[src/rtl/div_pkg.sv]
// div_pkg: shared types for the radix-4 SRT divider request front-end.
// Width default, one-hot FSM encoding, special-case classes, bypass results.
package div_pkg;

  localparam int DIV_XLEN = 64;

  localparam logic [3:0] ST_IDLE_OH  = 4'b0001;
  localparam logic [3:0] ST_ISSUE_OH = 4'b0010;
  localparam logic [3:0] ST_WAIT_OH  = 4'b0100;
  localparam logic [3:0] ST_RESP_OH  = 4'b1000;

  typedef enum logic [3:0] {
    ST_IDLE  = ST_IDLE_OH,
    ST_ISSUE = ST_ISSUE_OH,
    ST_WAIT  = ST_WAIT_OH,
    ST_RESP  = ST_RESP_OH
  } div_state_e;

  typedef enum logic [2:0] {
    CLS_NONE,
    CLS_DZ,
    CLS_ZERO,
    CLS_ONE,
    CLS_NEG1
  } div_cls_e;

  typedef struct packed {
    logic [DIV_XLEN-1:0] quo;
    logic [DIV_XLEN-1:0] rem;
    logic                dz;
  } div_res_t;

  // Locally resolved result for a classified operand pair.
  function automatic div_res_t div_bypass(
    input div_cls_e            cls,
    input logic [DIV_XLEN-1:0] op1
  );
    div_res_t r;
    r = '0;
    unique case (cls)
      CLS_DZ: begin
        r.quo = '1;
        r.rem = op1;
        r.dz  = 1'b1;
      end
      CLS_ONE:  r.quo = op1;
      CLS_NEG1: r.quo = -op1;
      CLS_ZERO: r = '0;
      CLS_NONE: r = '0;
      default:  r = '0;
    endcase
    return r;
  endfunction

endpackage

[src/rtl/div_req_fifo.sv]
// div_req_fifo: registered in-order request queue for the divider front-end.
// Pointers carry an extra wrap bit to tell full from empty.
module div_req_fifo
  import div_pkg::*;
#(
  parameter int DEPTH = 2,
  parameter int W     = 2 * DIV_XLEN + 4
)(
  input  logic         clk,
  input  logic         rstn,
  input  logic         i_push,
  input  logic [W-1:0] i_data,
  input  logic         i_pop,
  output logic [W-1:0] o_head,
  output logic         o_full,
  output logic         o_empty
);

  localparam int AW = $clog2(DEPTH);

  logic [W-1:0] r_mem [DEPTH];
  logic [AW:0]  r_wptr;
  logic [AW:0]  r_rptr;

  assign o_head  = r_mem[r_rptr[AW-1:0]];
  assign o_empty = (r_wptr == r_rptr);
  assign o_full  = (r_wptr[AW] != r_rptr[AW]) &&
                   (r_wptr[AW-1:0] == r_rptr[AW-1:0]);

  // Entry storage, written at the write pointer.
  always_ff @(posedge clk or negedge rstn) begin
    if (!rstn) begin
      for (int i = 0; i < DEPTH; i++) r_mem[i] <= '0;
    end else if (i_push) begin
      r_mem[r_wptr[AW-1:0]] <= i_data;
    end
  end

  // Read/write pointers wrap modulo DEPTH plus the wrap bit.
  always_ff @(posedge clk or negedge rstn) begin
    if (!rstn) begin
      r_wptr <= '0;
      r_rptr <= '0;
    end else begin
      if (i_push) r_wptr <= r_wptr + 1'b1;
      if (i_pop)  r_rptr <= r_rptr + 1'b1;
    end
  end

endmodule

[src/rtl/div_issue_ctrl.sv]
// div_issue_ctrl: queues divide requests, bypasses special operands, issues
// the rest to the SRT core. DIV_BYPASS_EN enables op1==0 / op2==+-1 bypass.
module div_issue_ctrl
  import div_pkg::*;
#(
  parameter int XLEN  = DIV_XLEN,
  parameter int DEPTH = 2,
  parameter int TAG_W = 4
)(
  input  logic             clk,
  input  logic             rstn,
  input  logic             req_vld_i,
  output logic             req_rdy_o,
  input  logic [XLEN-1:0]  req_op1_i,
  input  logic [XLEN-1:0]  req_op2_i,
  input  logic [TAG_W-1:0] req_tag_i,
  output logic             rsp_vld_o,
  input  logic             rsp_rdy_i,
  output logic [XLEN-1:0]  rsp_quo_o,
  output logic [XLEN-1:0]  rsp_rem_o,
  output logic [TAG_W-1:0] rsp_tag_o,
  output logic             rsp_dz_o,
  output logic             core_vld_o,
  output logic [XLEN-1:0]  core_op1_o,
  output logic [XLEN-1:0]  core_op2_o,
  input  logic             core_ready_i,
  input  logic [XLEN-1:0]  core_quo_i,
  input  logic [XLEN-1:0]  core_rem_i
);

  localparam int EW = 2 * XLEN + TAG_W;

  logic             w_full;
  logic             w_empty;
  logic             w_push;
  logic             w_pop;
  logic [EW-1:0]    w_head;
  logic [XLEN-1:0]  w_hop1;
  logic [XLEN-1:0]  w_hop2;
  logic [TAG_W-1:0] w_htag;
  logic             w_act;
  logic             w_load;
  logic             w_cap;
  div_state_e       r_state;
  div_state_e       w_nxt;
  div_cls_e         w_cls;
  div_res_t         w_byp;
  logic             r_rdy;
  logic             r_seen_busy;
  logic [XLEN-1:0]  r_quo;
  logic [XLEN-1:0]  r_rem;
  logic             r_dz;

  assign req_rdy_o = r_rdy & ~w_full;
  assign w_push    = req_vld_i & req_rdy_o;
  assign w_pop     = rsp_vld_o & rsp_rdy_i;

  div_req_fifo #(
    .DEPTH (DEPTH),
    .W     (EW)
  ) u_fifo (
    .clk     (clk),
    .rstn    (rstn),
    .i_push  (w_push),
    .i_data  ({req_tag_i, req_op1_i, req_op2_i}),
    .i_pop   (w_pop),
    .o_head  (w_head),
    .o_full  (w_full),
    .o_empty (w_empty)
  );

  assign w_hop2 = w_head[XLEN-1:0];
  assign w_hop1 = w_head[2*XLEN-1:XLEN];
  assign w_htag = w_head[EW-1:2*XLEN];
  assign w_act  = (r_state != ST_IDLE);

  assign core_vld_o = (r_state == ST_ISSUE);
  assign core_op1_o = w_act ? w_hop1 : '0;
  assign core_op2_o = w_act ? w_hop2 : '0;
  assign rsp_vld_o  = (r_state == ST_RESP);
  assign rsp_tag_o  = rsp_vld_o ? w_htag : '0;
  assign rsp_quo_o  = r_quo;
  assign rsp_rem_o  = r_rem;
  assign rsp_dz_o   = r_dz;

  // Classify the head entry; a zero divisor is always resolved here.
  always_comb begin
    w_cls = CLS_NONE;
    if (w_hop2 == '0) w_cls = CLS_DZ;
`ifdef DIV_BYPASS_EN
    else if (w_hop1 == '0) w_cls = CLS_ZERO;
    else if (w_hop2 == XLEN'(1)) w_cls = CLS_ONE;
    else if (&w_hop2) w_cls = CLS_NEG1;
`endif
  end

  assign w_byp = div_bypass(w_cls, w_hop1);

  // Next-state logic with bypass-load and core-capture strobes.
  always_comb begin
    w_nxt  = r_state;
    w_load = 1'b0;
    w_cap  = 1'b0;
    unique case (r_state)
      ST_IDLE: begin
        if (!w_empty) begin
          if (w_cls != CLS_NONE) begin
            w_load = 1'b1;
            w_nxt  = ST_RESP;
          end else begin
            w_nxt = ST_ISSUE;
          end
        end
      end
      ST_ISSUE: if (core_ready_i) w_nxt = ST_WAIT;
      ST_WAIT: begin
        if (r_seen_busy && core_ready_i) begin
          w_cap = 1'b1;
          w_nxt = ST_RESP;
        end
      end
      ST_RESP: if (rsp_rdy_i) w_nxt = ST_IDLE;
      default: w_nxt = ST_IDLE;
    endcase
  end

  // State register and tracking of the core going busy after issue.
  always_ff @(posedge clk or negedge rstn) begin
    if (!rstn) begin
      r_state     <= ST_IDLE;
      r_seen_busy <= 1'b0;
    end else begin
      r_state <= w_nxt;
      if (r_state == ST_ISSUE) r_seen_busy <= 1'b0;
      else if (r_state == ST_WAIT && !core_ready_i)
        r_seen_busy <= 1'b1;
    end
  end

  // Result register, loaded from the bypass or from the core.
  always_ff @(posedge clk or negedge rstn) begin
    if (!rstn) begin
      r_quo <= '0;
      r_rem <= '0;
      r_dz  <= 1'b0;
    end else if (w_load) begin
      r_quo <= w_byp.quo;
      r_rem <= w_byp.rem;
      r_dz  <= w_byp.dz;
    end else if (w_cap) begin
      r_quo <= core_quo_i;
      r_rem <= core_rem_i;
      r_dz  <= 1'b0;
    end
  end

  // Ready stays low through reset and rises on the first clock after.
  always_ff @(posedge clk or negedge rstn) begin
    if (!rstn) r_rdy <= 1'b0;
    else       r_rdy <= 1'b1;
  end

endmodule

[config.mk]
export PLATFORM = sky130hd
export DESIGN_NAME = div_issue_ctrl
export DESIGN_NICKNAME = d
export VERILOG_FILES = /design/src/rtl/div_pkg.sv /design/src/rtl/div_req_fifo.sv /design/src/rtl/div_issue_ctrl.sv
export SDC_FILE = /design/constraint.sdc
export NUM_CORES = 1
export LEC_CHECK = 0
export CAP_MARGIN = 0
export CORE_AREA = 5 5 200 241
export DETAILED_ROUTE_END_ITERATION = 12
export DIE_AREA = 0 0 205 246
export PLACE_DENSITY = 0.74
export SYNTH_ARGS = -nofsm -noshare
export SYNTH_HDL_FRONTEND = slang
export SYNTH_SLANG_ARGS = --single-unit
export TNS_END_PERCENT = 50
[constraint.sdc]
create_clock -name clk -period 2.6 [get_ports clk]
set_input_delay 0.52 -clock clk [delete_from_list [all_inputs] [get_ports clk]]
set_output_delay 0.52 -clock clk [all_outputs]
set_load 0.1 [all_outputs]
=== Word-level counts from Yosys, hierarchy flattened ===
Index checks and enable logic that the tools add are counted.

* Flip-flop bits (word level): 403
* Bits of input ports: 265
* Output and inout bits: 264

* Add/sub/neg operators: 3
* Order comparisons: 3
* Equality and inequality tests: 15
* Muxes and demuxes: 31
* Bitwise operators: 6
* Reduce and logical (&&, ||, !) cells: 10

{| class="wikitable"
|+ Operators with widths
! operator !! number
|-
| 2-to-1 mux 132 bit || 4
|-
| 2-to-1 mux 64 bit || 6
|-
| bitwise mux 264 bit || 1
|-
| case mux 64 bit (3 select lines) || 1
|-
| demux 132 bit (select 1 bit) || 1
|-
| 2-to-1 mux 65 bit || 1
|-
| zero test 64 bit || 1
|-
| negation 64 bit || 1
|-
| 2-to-1 mux 4 bit || 6
|-
| case mux 4 bit (4 select lines) || 1
|-
| 2-to-1 mux 1 bit || 10
|-
| adder 2 x 1 -> 2 bit (second input constant) || 2
|-
| == test 4 x 1 -> 1 bit (second input constant) || 1
|-
| == test 4 x 2 -> 1 bit (second input constant) || 1
|-
| == test 4 x 3 -> 1 bit (second input constant) || 1
|-
| == test 4 bit (second input constant) || 1
|-
| >= comparator 2 bit (second input constant) || 2
|-
| logical AND 1 bit || 4
|-
| != test 2 x 1 -> 1 bit (second input constant) || 2
|-
| != test 2 bit (second input constant) || 2
|-
| != test 4 x 1 -> 1 bit (second input constant) || 1
|-
| NOT 1 -> 2 bit || 2
|-
| AND reduction 4 bit || 1
|-
| nonzero test 2 bit || 2
|-
| 11 further kinds || 13
|}

=== Depth between registers and ports, before layout ===
Gate-level depths: netlist of run 1.

* Depth in word-level cells: 11
* Mapped depth: 9
* Gate-level depth less buffers: 5

=== Hierarchy ===
A second synthesis of run 1 with hierarchy kept.

* Cell total of the unflattened synthesis: 1406
* Area, all modules: 18549.0 um2

{| class="wikitable"
|+ By module, submodules not included
! module !! times used !! cells each !! area an instance (um2)
|-
| div_req_fifo || 1 || 719 || 11564.8
|-
| div_issue_ctrl || 1 || 687 || 6984.2
|}

=== Least setup slack after synthesis of run 1 ===
No wires, ideal clock.

* Kind: reg-to-reg
* Start: reg r_state[0]
* End: reg r_state[2]
* Library setup time: 0.077 ns
* Data arrival time: 4.314 ns
* Required time: 2.523 ns
* Path slack: -1.791 ns
* Stages on the path, launching flop included: 4
* Buffers on the path: 1
* Cell sequence: dfstp_2 -> buf_2 -> nor4b_1 -> a22o_1

* Word-level cells in the longest chain between the ends: 3
* Elaborated cells on any way between the ends: 10
* Classes of those cells: eq/ne (8); mux (1); reduce/logical (1)

{| class="wikitable"
|+ Ends and longest elaborated chain
! what !! line !! text
|-
| start, declared || div_issue_ctrl.sv:44 || <nowiki>div_state_e r_state;</nowiki>
|-
| start signal, assigned || div_issue_ctrl.sv:133 || <nowiki>r_state <= w_nxt;</nowiki>
|-
| == test 4 x 2 -> 1 bit (*) || - ||
|-
| via core_vld_o || div_issue_ctrl.sv:23 || <nowiki>output logic core_vld_o,</nowiki>
|-
| != test 2 x 1 -> 1 bit (no line) || - ||
|-
| AND reduction 4 bit (no line) || - ||
|}

The timed path passes the listed nets; every way through them passes the cells marked *.
A chain may end at the register's enable or synchronous reset.

=== Worst setup path in the final report of run 1 ===
* Start: reg r_state[0]
* End: out core_op1_o[63]

* Word-level cells in the longest chain between the ends: 2

{| class="wikitable"
|+ Ends and longest elaborated chain
! what !! line !! text
|-
| != test 4 x 1 -> 1 bit || div_issue_ctrl.sv:75 || <nowiki>assign w_act = (r_state != ST_IDLE);</nowiki>
|-
| 2-to-1 mux 64 bit || div_issue_ctrl.sv:78 || <nowiki>assign core_op1_o = w_act ? w_hop1 : '0;</nowiki>
|-
| end, declared || div_issue_ctrl.sv:24 || <nowiki>output logic [XLEN-1:0] core_op1_o,</nowiki>
|}

Every way passes these cells.

==> results of run 1 <==
[cells in the mapped netlist (all sizes together)]
| master | count |
|---|---|
| dfrtp | 402 |
| mux2 | 265 |
| mux2i | 261 |
| nor2 | 138 |
| nand2 | 135 |
| nand3 | 66 |
| buf | 55 |
| clkbuf | 42 |
| nor4 | 34 |
| nand4 | 9 |
| xnor2 | 4 |
| inv | 3 |
| nor4b | 3 |
| a21oi | 2 |
| o21ai | 2 |
| xor2 | 2 |
| a21boi | 1 |
| a22o | 1 |
| a22oi | 1 |
| conb | 1 |
| dfstp | 1 |
| nand2b | 1 |
| nor2b | 1 |
| nor3 | 1 |
| o211ai | 1 |
| o21bai | 1 |
| o221ai | 1 |
| o22ai | 1 |
| o2bb2ai | 1 |
| o31ai | 1 |
| or2 | 1 |
| or3 | 1 |
[registers in the layout (all words and copies together), names as in the netlist]
name	cells
rsp_dz_o	1
rsp_rem_o	64
r_state	4
u_fifo.r_rptr	2
r_rdy	1
r_seen_busy	1
rsp_quo_o	64
u_fifo.r_wptr	2
u_fifo.r_mem	264
[cell type report]
cell class	instances	share of cell area
sequential	403	0.3437
multi-input combinational	936	0.3068
timing repair buffer	642	0.2718
clock buffer	63	0.04325
tap	616	0.02625
clock inverter	14	0.006689
antenna	14	0.001193
inverter	3	0.0003835
[cells by family after synthesis]
kind of cell | Yosys count
and+or+nand+nor | 390
buffers and inverters | 100
muxes | 526
other | 1
AOI/OAI and AO/OA | 13
xor gates and xnor gates | 6
DFF | 403
[cells in the final DEF, fill, tap and decap left out, drive strengths merged, types with 2 or more instances in the layout]
cell type      count
bufinv             4
xor2               2
nand2            135
diode             14
mux2i            261
buf              368
clkbuf            72
nor4b              3
clkinv             5
nor2             138
nand3             66
a21oi              2
inv                5
clkinvlp           3
dfrtp            402
clkdlybuf4s50    263
nand4              9
o21ai              2
mux2             265
nor4              34
xnor2              4
[worst min-delay path: cells and delay by family (launching register included)]
family	cells	cell delay, ns
DFF	1	0.34
and+or+nand+nor	2	0.11
[timing repair]
| action | in CTS | in global routing |
|---|---|---|
| gates cloned | 7 | 10 |
| pin swaps | 53 | 28 |
| endpoints found under the hold margin | 46 | 0 |
| resized for setup | 109 | 39 |
| setup buffers | 14 | 18 |
| endpoints found under the setup margin | 152 | 178 |
| hold buffers | 1 | 0 |
[worst max-delay path by stage]
| stage | from | to | depth (start not counted) |
|---|---|---|---|
| after global placement | u_fifo.r_mem[145] | rsp_rem_o[57] | 7 |
| after detailed placement | u_fifo.r_mem[145] | rsp_rem_o[39] | 7 |
| after CTS | r_state[0] | core_op1_o[42] | 6 |
| final | r_state[0] | core_op1_o[63] | 7 |
| after floorplan | r_state[0] | core_op2_o[43] | 5 |
| after global routing | r_state[0] | core_op1_o[63] | 7 |
[through the flow]
stage / setup WS [ns] / util / TNS (ns)
after floorplan: -0.1526 / - / -3.051
after global placement: 0.02468 / 0.5815 / 0
after detailed placement: 0.02088 / 0.5815 / 0
after CTS: -0.1285 / 0.6323 / -7.164
after global routing: -0.1196 / 0.6450 / -8.996
final: -0.05604 / 0.6452 / -1.423
[metal layers]
| metal | routed length [µm] | part of all wire |
|---|---|---|
| met5 | 89 | 0.0014 |
| met4 | 2484 | 0.039 |
| met3 | 5044 | 0.080 |
| met2 | 32480 | 0.51 |
| met1 | 23140 | 0.37 |
==> metrics.yaml, run 1 <==
status: "finished with violations"
violations: "setup timing"
antenna_found_initial: 19
hold_slack_ns: 0.4882
via_per_inst: 5.187
setup_violations: 76
placed_cell_area_mm2: 0.02647
cts_buffers: 42
grt.total_usage: 0.2356
grt_start_max_net_pins: 84
seq_area_mm2: 0.01009
fill_cells: 3271
crit_buf_inv: 5
slew_violations: 0
cp_top_family: "buffers and inverters"
synthSimpleGateAreaFrac: 0.09388
setup.worst_path.class: "reg2out"
fin_crit_sh: 1.022
cts_tree: "yes"
syn_area_mm2: 0.01803
required_ns: 2.08
die_w_um: 205
min_from: "rsp_dz_o"
endpoint_kind: "output pin"
synth_fa_ha_area_frac: 0
grt_util_met2: 0.4070
clk_latency_ns: 0.57
dieHeight_um: 246
grt_util_met1: 0.2691
num_rows: 86
crit_chain: "nor4b_4 -> buf_6 -> buf_12 -> buf_12 -> buf_16 -> nor2_4 -> buf_12"
routabilityCongestion: 0.8368
skew_ns: 0.01835
vias: 13960
clkSlewWorstSetupHoldPaths_ns: 0.06
r2r_end: "rsp_rem_o[37]"
ioPinCount: 529
cp_common_cell: "buf_12"
syn2layout_area_growth_pct: 62.85
core_area_mm2: 0.04552
yosys-top-cells-area: "dfrtp_1 (56%), mux2i_1 (14%), mux2_2 (12%), mux2_1 (4.3%), nor2_1 (2.9%)"
ys_seq_area_frac: 0.5593
cts_max_level: 2
slowest_delay_ns: 0.53
arrival_ns: 2.14
first_pass_iters: 7
synth_xor_area_frac: 0.002914
multi_input_area_mm2: 0.009009
synth_top_family_by_area: "multiplexers"
reg2reg_slack_ns: 0.11
critPathSlowestCell: "dfstp_2"
max_slew.worst_pin.slew_ns: 0.5818
cap_violations: 0
synth_seq_cells: 403
postSynthCellCount: 1439
hold_violations: 0
grt_most_used_layer: "met2"
met3_usage: 0.07412
die_area_mm2: 0.05043
gr-total-overflow: 0
cts_buffer_depth: 3
slew_headroom: 0.6085
place_inst: 2552
synth_top_area_share: 0.5579
fin_cells: 2691
synth_fp_nets: 1704
portBuffers: 528
synth_cell_types: 39
hold_path.class: "reg2reg"
drtIter0Drc: 614
synth_area_per_cell_um2: 12.53
synth_area_leader_cell: "dfrtp_1"
grt_setup_unrepaired: "true"
grt_pass1_vias: 14840
cp_max_fo: 8
synth_mux_area_frac: 0.3104
wl_per_cell_um: 23.50
startpoint_type: "register"
yosys_warnings: 0
clock_sinks: 403
r2r-start: "u_fifo.r_mem[142]"
drive_gt1_frac: 0.4216
finalInstanceArea_mm2: 0.02937
timing.final.ws_setup_ns: -0.05604
ant_nets: 0
root_buffer: "clkbuf_16"
grt_pass1_wl_um: 91210
fmax_mhz: 376.5
start_util: 0.3962
fin_crit_ns: 2.656
r2r_cells: 8
place_hpwl_um: 44840
synth_compound_area_frac: 0.005204
min_to: "rsp_dz_o"
final_nets: 2293
post-route-drc-count: 0
min_path_cells: 2
wl_um: 63240
Power of run 1 is left out: the tool's default activity adds up to more than one toggle a clock period on the data nets, which glitch-free logic cannot reach.
==> run 2, diff against run 1 <==
- CAP_MARGIN: 0 -> not set
==> results of run 2 <==
No change in the layout: final DEF, timing and power equal those of run 1.
Power of run 2 is left out for the same reason.
